==> src/rtl/alu_iter_exec.sv <==
// Execute-stage ALU with valid/ready handshakes; shifts iterate one bit per cycle.
// Define ALU_ITER_FAST_SHIFT_EN to replace the iterative shifter with a single-cycle barrel shifter.
module alu_iter_exec #(
  parameter int DATA_WIDTH  = 32,
  parameter int SHAMT_WIDTH = 5
) (
  input  logic                  clk,
  input  logic                  reset,
  input  logic                  in_valid,
  output logic                  in_ready,
  input  logic [3:0]            Operation,
  input  logic [DATA_WIDTH-1:0] SrcA,
  input  logic [DATA_WIDTH-1:0] SrcB,
  output logic                  out_valid,
  input  logic                  out_ready,
  output logic [DATA_WIDTH-1:0] ALUResult,
  output logic                  BrTaken,
  output logic                  Busy
);

`ifdef ALU_ITER_FAST_SHIFT_EN
  localparam bit FAST_SHIFT = 1'b1;
`else
  localparam bit FAST_SHIFT = 1'b0;
`endif

  typedef enum logic [1:0] {IDLE, SHIFT, DONE} state_t;

  state_t                  state_q, state_d;
  logic [DATA_WIDTH-1:0]   acc_q, acc_d;
  logic [SHAMT_WIDTH-1:0]  cnt_q, cnt_d;
  logic [3:0]              op_q, op_d;
  logic [DATA_WIDTH-1:0]   result_q, result_d;
  logic                    br_q, br_d;

  logic [SHAMT_WIDTH-1:0]  shamt;
  logic                    is_shift;
  logic                    lt_s;
  logic                    cond;
  logic [DATA_WIDTH-1:0]   alu_res;
  logic                    alu_br;
  logic [DATA_WIDTH-1:0]   acc_shifted;

  assign shamt    = SrcB[SHAMT_WIDTH-1:0];
  assign is_shift = (Operation == 4'b0110) || (Operation == 4'b0111) || (Operation == 4'b1000);
  assign lt_s     = $signed(SrcA) < $signed(SrcB);

  // Single-cycle result; in the iterative build shifts yield SrcA (the shamt==0 answer).
  always_comb begin
    alu_res = '0;
    alu_br  = 1'b0;
    cond    = 1'b0;
    case (Operation)
      4'b0000: alu_res = SrcA + SrcB;
      4'b0001: alu_res = SrcA - SrcB;
      4'b0010: alu_res = SrcA ^ SrcB;
      4'b0011: alu_res = SrcA | SrcB;
      4'b0100: alu_res = SrcA & SrcB;
      4'b0101: alu_res = {{(DATA_WIDTH-1){1'b0}}, lt_s};
      4'b0110: alu_res = FAST_SHIFT ? DATA_WIDTH'($signed(SrcA) >>> shamt) : SrcA;
      4'b0111: alu_res = FAST_SHIFT ? (SrcA >> shamt) : SrcA;
      4'b1000: alu_res = FAST_SHIFT ? (SrcA << shamt) : SrcA;
      4'b1010, 4'b1011, 4'b1100, 4'b1101: begin
        case (Operation)
          4'b1010: cond = (SrcA != SrcB);
          4'b1011: cond = lt_s;
          4'b1100: cond = !lt_s;
          default: cond = (SrcA == SrcB);
        endcase
        alu_res = {{(DATA_WIDTH-1){1'b0}}, cond};
        alu_br  = cond;
      end
      4'b1110: alu_res = SrcB;
      4'b1111: alu_res = SrcA + DATA_WIDTH'(4);
      default: alu_res = '0;
    endcase
  end

  always_comb begin
    case (op_q)
      4'b0110: acc_shifted = {acc_q[DATA_WIDTH-1], acc_q[DATA_WIDTH-1:1]};
      4'b0111: acc_shifted = {1'b0, acc_q[DATA_WIDTH-1:1]};
      default: acc_shifted = {acc_q[DATA_WIDTH-2:0], 1'b0};
    endcase
  end

  always_comb begin
    state_d  = state_q;
    acc_d    = acc_q;
    cnt_d    = cnt_q;
    op_d     = op_q;
    result_d = result_q;
    br_d     = br_q;
    case (state_q)
      IDLE: begin
        if (in_valid) begin
          if (!FAST_SHIFT && is_shift && (shamt != '0)) begin
            acc_d   = SrcA;
            cnt_d   = shamt;
            op_d    = Operation;
            state_d = SHIFT;
          end else begin
            result_d = alu_res;
            br_d     = alu_br;
            state_d  = DONE;
          end
        end
      end
      SHIFT: begin
        acc_d = acc_shifted;
        cnt_d = cnt_q - SHAMT_WIDTH'(1);
        if (cnt_q == SHAMT_WIDTH'(1)) begin
          result_d = acc_shifted;
          br_d     = 1'b0;
          state_d  = DONE;
        end
      end
      DONE: begin
        if (out_ready) state_d = IDLE;
      end
      default: state_d = IDLE;
    endcase
  end

  always_ff @(posedge clk or negedge reset) begin
    if (!reset) begin
      state_q  <= IDLE;
      acc_q    <= '0;
      cnt_q    <= '0;
      op_q     <= '0;
      result_q <= '0;
      br_q     <= 1'b0;
    end else begin
      state_q  <= state_d;
      acc_q    <= acc_d;
      cnt_q    <= cnt_d;
      op_q     <= op_d;
      result_q <= result_d;
      br_q     <= br_d;
    end
  end

  // in_ready is gated by reset so nothing is accepted while reset is held.
  assign in_ready  = reset && (state_q == IDLE);
  assign out_valid = (state_q == DONE);
  assign Busy      = (state_q != IDLE);
  assign ALUResult = result_q;
  assign BrTaken   = br_q;

endmodule

==> config.mk <==
export PLATFORM = sky130hd
export DESIGN_NAME = alu_iter_exec
export DESIGN_NICKNAME = d
export VERILOG_FILES = /design/src/rtl/alu_iter_exec.sv
export SDC_FILE = /design/constraint.sdc
export NUM_CORES = 1
export LEC_CHECK = 0
export ABC_CLOCK_PERIOD_IN_PS = 2900
export BUFFER_PORTS_ARGS = -buffer_cell sky130_fd_sc_hd__buf_2
export CAP_MARGIN = 20
export CORE_UTILIZATION = 60
export DETAILED_ROUTE_END_ITERATION = 10
export PLACE_DENSITY = 0.85
export REMOVE_ABC_BUFFERS = 1
export SLEW_MARGIN = 20
export SYNTH_ARGS = -nofsm -noshare
export SYNTH_HDL_FRONTEND = slang
export SYNTH_SLANG_ARGS = --single-unit
==> constraint.sdc <==
create_clock -name clk -period 2.9 [get_ports clk]
set_input_delay 0.29 -clock clk [delete_from_list [all_inputs] [get_ports clk]]
set_output_delay 0.29 -clock clk [all_outputs]
set_load 0.01 [all_outputs]
# After elaboration in Yosys (flattened, before gate mapping)
# Cells that the tools add are included.
# totals
register_bits	76
in_bits	72
output_inout_bits	36
wordCells	79
# op_classes
add_sub_neg	4
order_cmp	1
eq_ne	26
n_mux	23
n_bitwise	3
reduce_logical	16
# op_table
cell	n
$pmux W32 S10	1
$pmux W32 S2	3
$mux W32	5
$add A32 B3 Y32 const B	1
$add A32 B32 Y32	1
$and A32 B32 Y32	1
$eq A32 B32 Y1	1
$lt A32 B32 Y1	1
$ne A32 B32 Y1	1
$or A32 B32 Y32	1
$sub A32 B32 Y32	1
$xor A32 B32 Y32	1
$eq A4 B4 Y1 const B	7
$eq A4 B3 Y1 const B	6
$mux W5	2
$pmux W5 S2	1
$reduce_and A3 Y1	3
$eq A4 B2 Y1 const B	2
$mux W2	4
$ne A2 B2 Y1 const B	4
$pmux W2 S3	1
$eq A5 B1 Y1 const B	1
$reduce_bool A5 Y1	1
$sub A5 B1 Y5 const B	1
16 further kinds	22

# Longest topological paths before layout
# depth
word_depth	7
ltp_mapped	13
ltp_nobuf	13

# Worst setup path after synthesis
# Ideal clock, no wire load.
# synth_timing
path_type	in2reg
startpoint	in SrcA[13]
endpoint	reg result_q[22] (netlist: ALUResult[22])
setup_time_ns	0.069
arrival_ns	2.812
t_required_ns	2.831
path_slack_ns	0.019
path_stages	11
path_buffers	2
path_cell_list	buf_2 -> inv_1 -> ha_1 -> clkbuf_1 -> o31ai_1 -> a21oi_1 -> nand2_2 -> a311o_1 -> a311o_1 -> or4_1 -> nand3_1
# synth_between
elab_chain_len	5
word_cells_on_any_way	7
classes_between	add/sub: 3; mux: 4
# synth_lines
item	line	source
start: declaration	12	input logic [DATA_WIDTH-1:0] SrcA,
$add A32 B3 Y32 (tied with other cells)	74	4'b1111: alu_res = SrcA + DATA_WIDTH'(4);
$pmux W32 S10 *	53	case (Operation)
$mux W32 *	97	if (!FAST_SHIFT && is_shift && (shamt != '0)) begin
$mux W32 *	96	if (in_valid) begin
$pmux W32 S2 *	94	case (state_q)
end signal: assignment	138	result_q <= result_d;
end: declaration	33	logic [DATA_WIDTH-1:0] result_q, result_d;
# Mark *: on every way between the ends. The rest lies on a longest branch, timed or not. The select of a mux whose other input is x is not followed.
# A chain may end at the register's enable or synchronous reset.

# Worst setup path in the final report
# layout_timing
startpoint	in SrcB[8]
endpoint	reg result_q[29] (netlist: ALUResult[29])
# layout_between
elab_chain_len	5
word_cells_on_any_way	6
classes_between	add/sub: 2; mux: 4
# layout_lines
item	line	source
start: declaration	13	input logic [DATA_WIDTH-1:0] SrcB,
$sub A32 B32 Y32 / $add A32 B32 Y32 (equally long branches)	55, 54	
$pmux W32 S10 *	53	
$mux W32 *	97	
$mux W32 *	96	
$pmux W32 S2 *	94	
# Marked as above.

==> summary.txt <==
Status
  – Status: finished, final reports clean

Die
  – Row cnt: between 40 and 50
  – Starting Density: a little over 60%
  – Core area: 16,500 sq um
  – Chip height: ~130 microns
  – Num ports: approximately 110
  – Die area: about 17,000 sq um
  – Die X: approximately 130 microns

Critical path
  – Critical path fanouts, max: 5
  – Critical R2R Launch: op_q[3]
  – FF-to-FF End: ALUResult[18]
  – Critical path type: primary input to flip-flop
  – R2R depth: 9
  – CP Capture Type: flip-flop
  – Worst reg2reg setup slack: 0.16 ns
  – Crit path DAT: approximately 3 ns
  – Req. time, crit path: between 3 and 4 ns
  – Element type at the critical path start: primary input

Detailed routing
  – Final WL: about 44 mm
  – Via Count: roughly 13,000
  – Drt drc: 0
  – Avg WL per Cell: 22.3 microns
  – Vias per cell: approximately 6.8
  – Initial DRC Count: just under 2,000
  – Drt pass-1 iters: 7
  – Post-DRT Antenna Nets: 0

Placed design
  – Gp weighted congestion: roughly 1.1
  – PortBufs: ~110
  – Pre-CTS setup slack: -0.316 ns
  – Hpwl dp: approximately 33 mm
  – Post-DP Area: between 10,000 and 15,000 sq um
  – Placed cells: 1,972

Finish
  – Nets: between 1,500 and 2,000
  – ANT cells: 0
  – Final instance area: approximately 13,000 sq um
  – Layout area overhead: 31.7%
  – Layout Cells excl Fill: between 1,500 and 2,000
  – Fraction of layout cells with a size suffix above 1: between 20% and 30%

Min path
  – Worst hold path endpoint: state_q[1]
  – Hold wc startpoint: out_ready
  – Hold crit path type: primary input to flip-flop
  – Worst Hold Depth: 2

Yosys
  – Synth Area in Adders: roughly 13%
  – Cell taking the most area after synthesis: dfrtp_1
  – Count leader, synth: a21oi_1
  – Compound-Gate Fraction of Synth Area: around a third
  – Simple-Gate Fraction of Synth Area: between 20 and 25%
  – Synth Area in XOR/XNOR: ~1.0%
  – Post-synth top area share: between 10% and 20%
  – Synth cell count leaders: a21oi_1 (169), nand2_1 (166), o21ai_0 (132), nor2_1 (118), ha_1 (99)
  – Mux contribution to synthesized area: under 10%
  – Post-synth EDFFs: 0
  – Cells after Synth: 1,446
  – Cell Area, Synth: around 10,000 sq um
  – Ranking of synthesized cells by area: dfrtp_1 (19%), ha_1 (12%), a21oi_1 (8.3%)
  – Syn Area/Cell: 7.02 sq um
  – Largest family of logic cells by synthesized area: compound AO/OA/AOI/OAI gates
  – Synth cell types: slightly below 90
  – Yosys reg bits: 76
  – Most used flip-flop cell after synthesis: dfrtp_1
  – Ys async rst share: 100%
  – Sequential area share after synthesis: between 10% and 20%
  – Synth warn: 0

STA
  – Worst hold slack: 0.164 ns
  – Tcrit/Tclk final: between 90 and 100%
  – Unrepaired setup endpoints after global routing: yes
  – Minimum clock period: about 2.8 ns
  – Pins Over Slew Limit: 0
  – Final setup viols: 0
  – Slew @ Worst Pin: just under 0.9 ns
  – Slew headroom: between 40% and 50%
  – Clock Skew: about 0.015 ns
  – Peak Freq: 358 MHz
  – Fin worst setup slack: 0.104 ns
  – Hold Vio Cnt, Final: 0

GRT
  – Vias in the first global route: between 10,000 and 15,000
  – Gr ovfl total: 0
  – Largest net degree at the start of global routing: between 70 and 80
  – Initial antenna violation count: 0
  – First-pass GRT wire length: between 60 and 70 mm
  – Total Routing Usage GR: 50.3%

Pwr
  – Pwr/cell area: 534 nW/um^2
  – Total power: between 7000 and 8000 uW
  – Max IR drop VDD: between 0.0005 and 0.0006 V
  – Leakage Power: ~0.0063 uW

Clocking
  – Clock root buffer: clkbuf_16
  – CTS tree: yes
  – Num CTS Buffers: 9
  – Clk buf depth: 2
  – # clock sinks: 76
  – Clk Latency, worst-skew pair: roughly 0.36 ns
  – Max H-tree Level: 3
  – Clk slew on worst S/H paths: approximately 0.07 ns

Job
  – Max cap viols: 0
==> timing repair <==
item                       CTS  global route
resized for setup            1            18
hold buffers                 1             0
buffers inserted             0             0
pin swaps                    0             3
hold endpoints to repair    39             0
setup endpoints to repair    1             8
==> per-layer routing <==
layer / GRT usage (%) / wire length, microns / vias up
li1: - / - / 5952
met1: 62.7 / 16400 / 6159
met2: 76.6 / 19000 / 1099
met3: 13.7 / 6050 / 272
met4: 32.7 / 2880 / 0
met5: 0 / 0 / -
==> stage by stage <==
step / util [%] / setup TNS (ns)
floorplan: - / -19.35
global placement: 78.3 / -1.98
detailed placement: 78.3 / -2.80
CTS: 80.3 / 0
global route: 80.9 / -0.0376
finish: 80.9 / 0
==> how the worst max path moves through the flow <==
stage / to / start / cells after the start / slack [ns]
5_1_grt: ALUResult[27] / SrcA[10] / 16 / -0.04
3_5_place_dp: ALUResult[30] / SrcA[0] / 12 / -0.32
4_1_cts: ALUResult[30] / SrcA[0] / 12 / 0.02
3_3_place_gp: ALUResult[30] / SrcA[0] / 12 / -0.25
6_report: ALUResult[29] / SrcB[8] / 12 / 0.10
2_1_floorplan: ALUResult[9] / Operation[2] / 7 / -1.14
==> cell families after synthesis <==
group,count (synthesis)
simple gates,475
fa+ha+maj,101
compound gates,559
xor+xnor,12
mux,24
flops,76
buf+inv,199
==> power by group <==
group / internal, uW / switching [uW] / total [uW]
registers: 1540 / 390 / 1930
logic: 1530 / 2350 / 3890
clock network: 782 / 537 / 1320
==> sequential cells by signal, summed over array words and instances (netlist names) <==
signal / count
state_q: 2
BrTaken: 1
cnt_q: 5
acc_q: 32
ALUResult: 32
op_q: 4
==> area by class of cell <==
cell class | instances | area [sq um]
multi-input cells | 1171 | 7610
fillers | 1189 | 3160
clock inverters | 5 | 83.8
inverters | 103 | 387
flip-flops and latches | 76 | 1900
repair buffers | 403 | 2860
well taps | 220 | 275
clock buffers | 11 | 243
==> cells in the final DEF (no fill, tap or decap), types with 19 or more instances in the layout <==
cell	netlist	layout
a211oi_1	25	23
nor2_1	118	118
a221oi_1	24	22
nand2_1	166	166
o21ai_0	132	132
mux2i_1	20	19
a21o_1	20	19
buf_4	2	288
dfrtp_1	76	76
nand3_1	35	35
a21oi_1	169	166
ha_1	99	98
nor3_1	38	36
buf_2	6	106
a31oi_1	21	20
inv_1	96	96
nand4_1	20	20
==> worst max-delay path, cell delays in order <==
cell and delay (ns):
buf_2 0.09, inv_1 0.06, ha_1 0.37, nand3_1 0.15, or4_4 0.46, o211a_1 0.28
o41ai_2 0.41, buf_4 0.20, a211o_1 0.21, nand4_1 0.20, mux2i_1 0.21, a31oi_1 0.10
No activity file was read; power rests on OpenSTA's default activity.
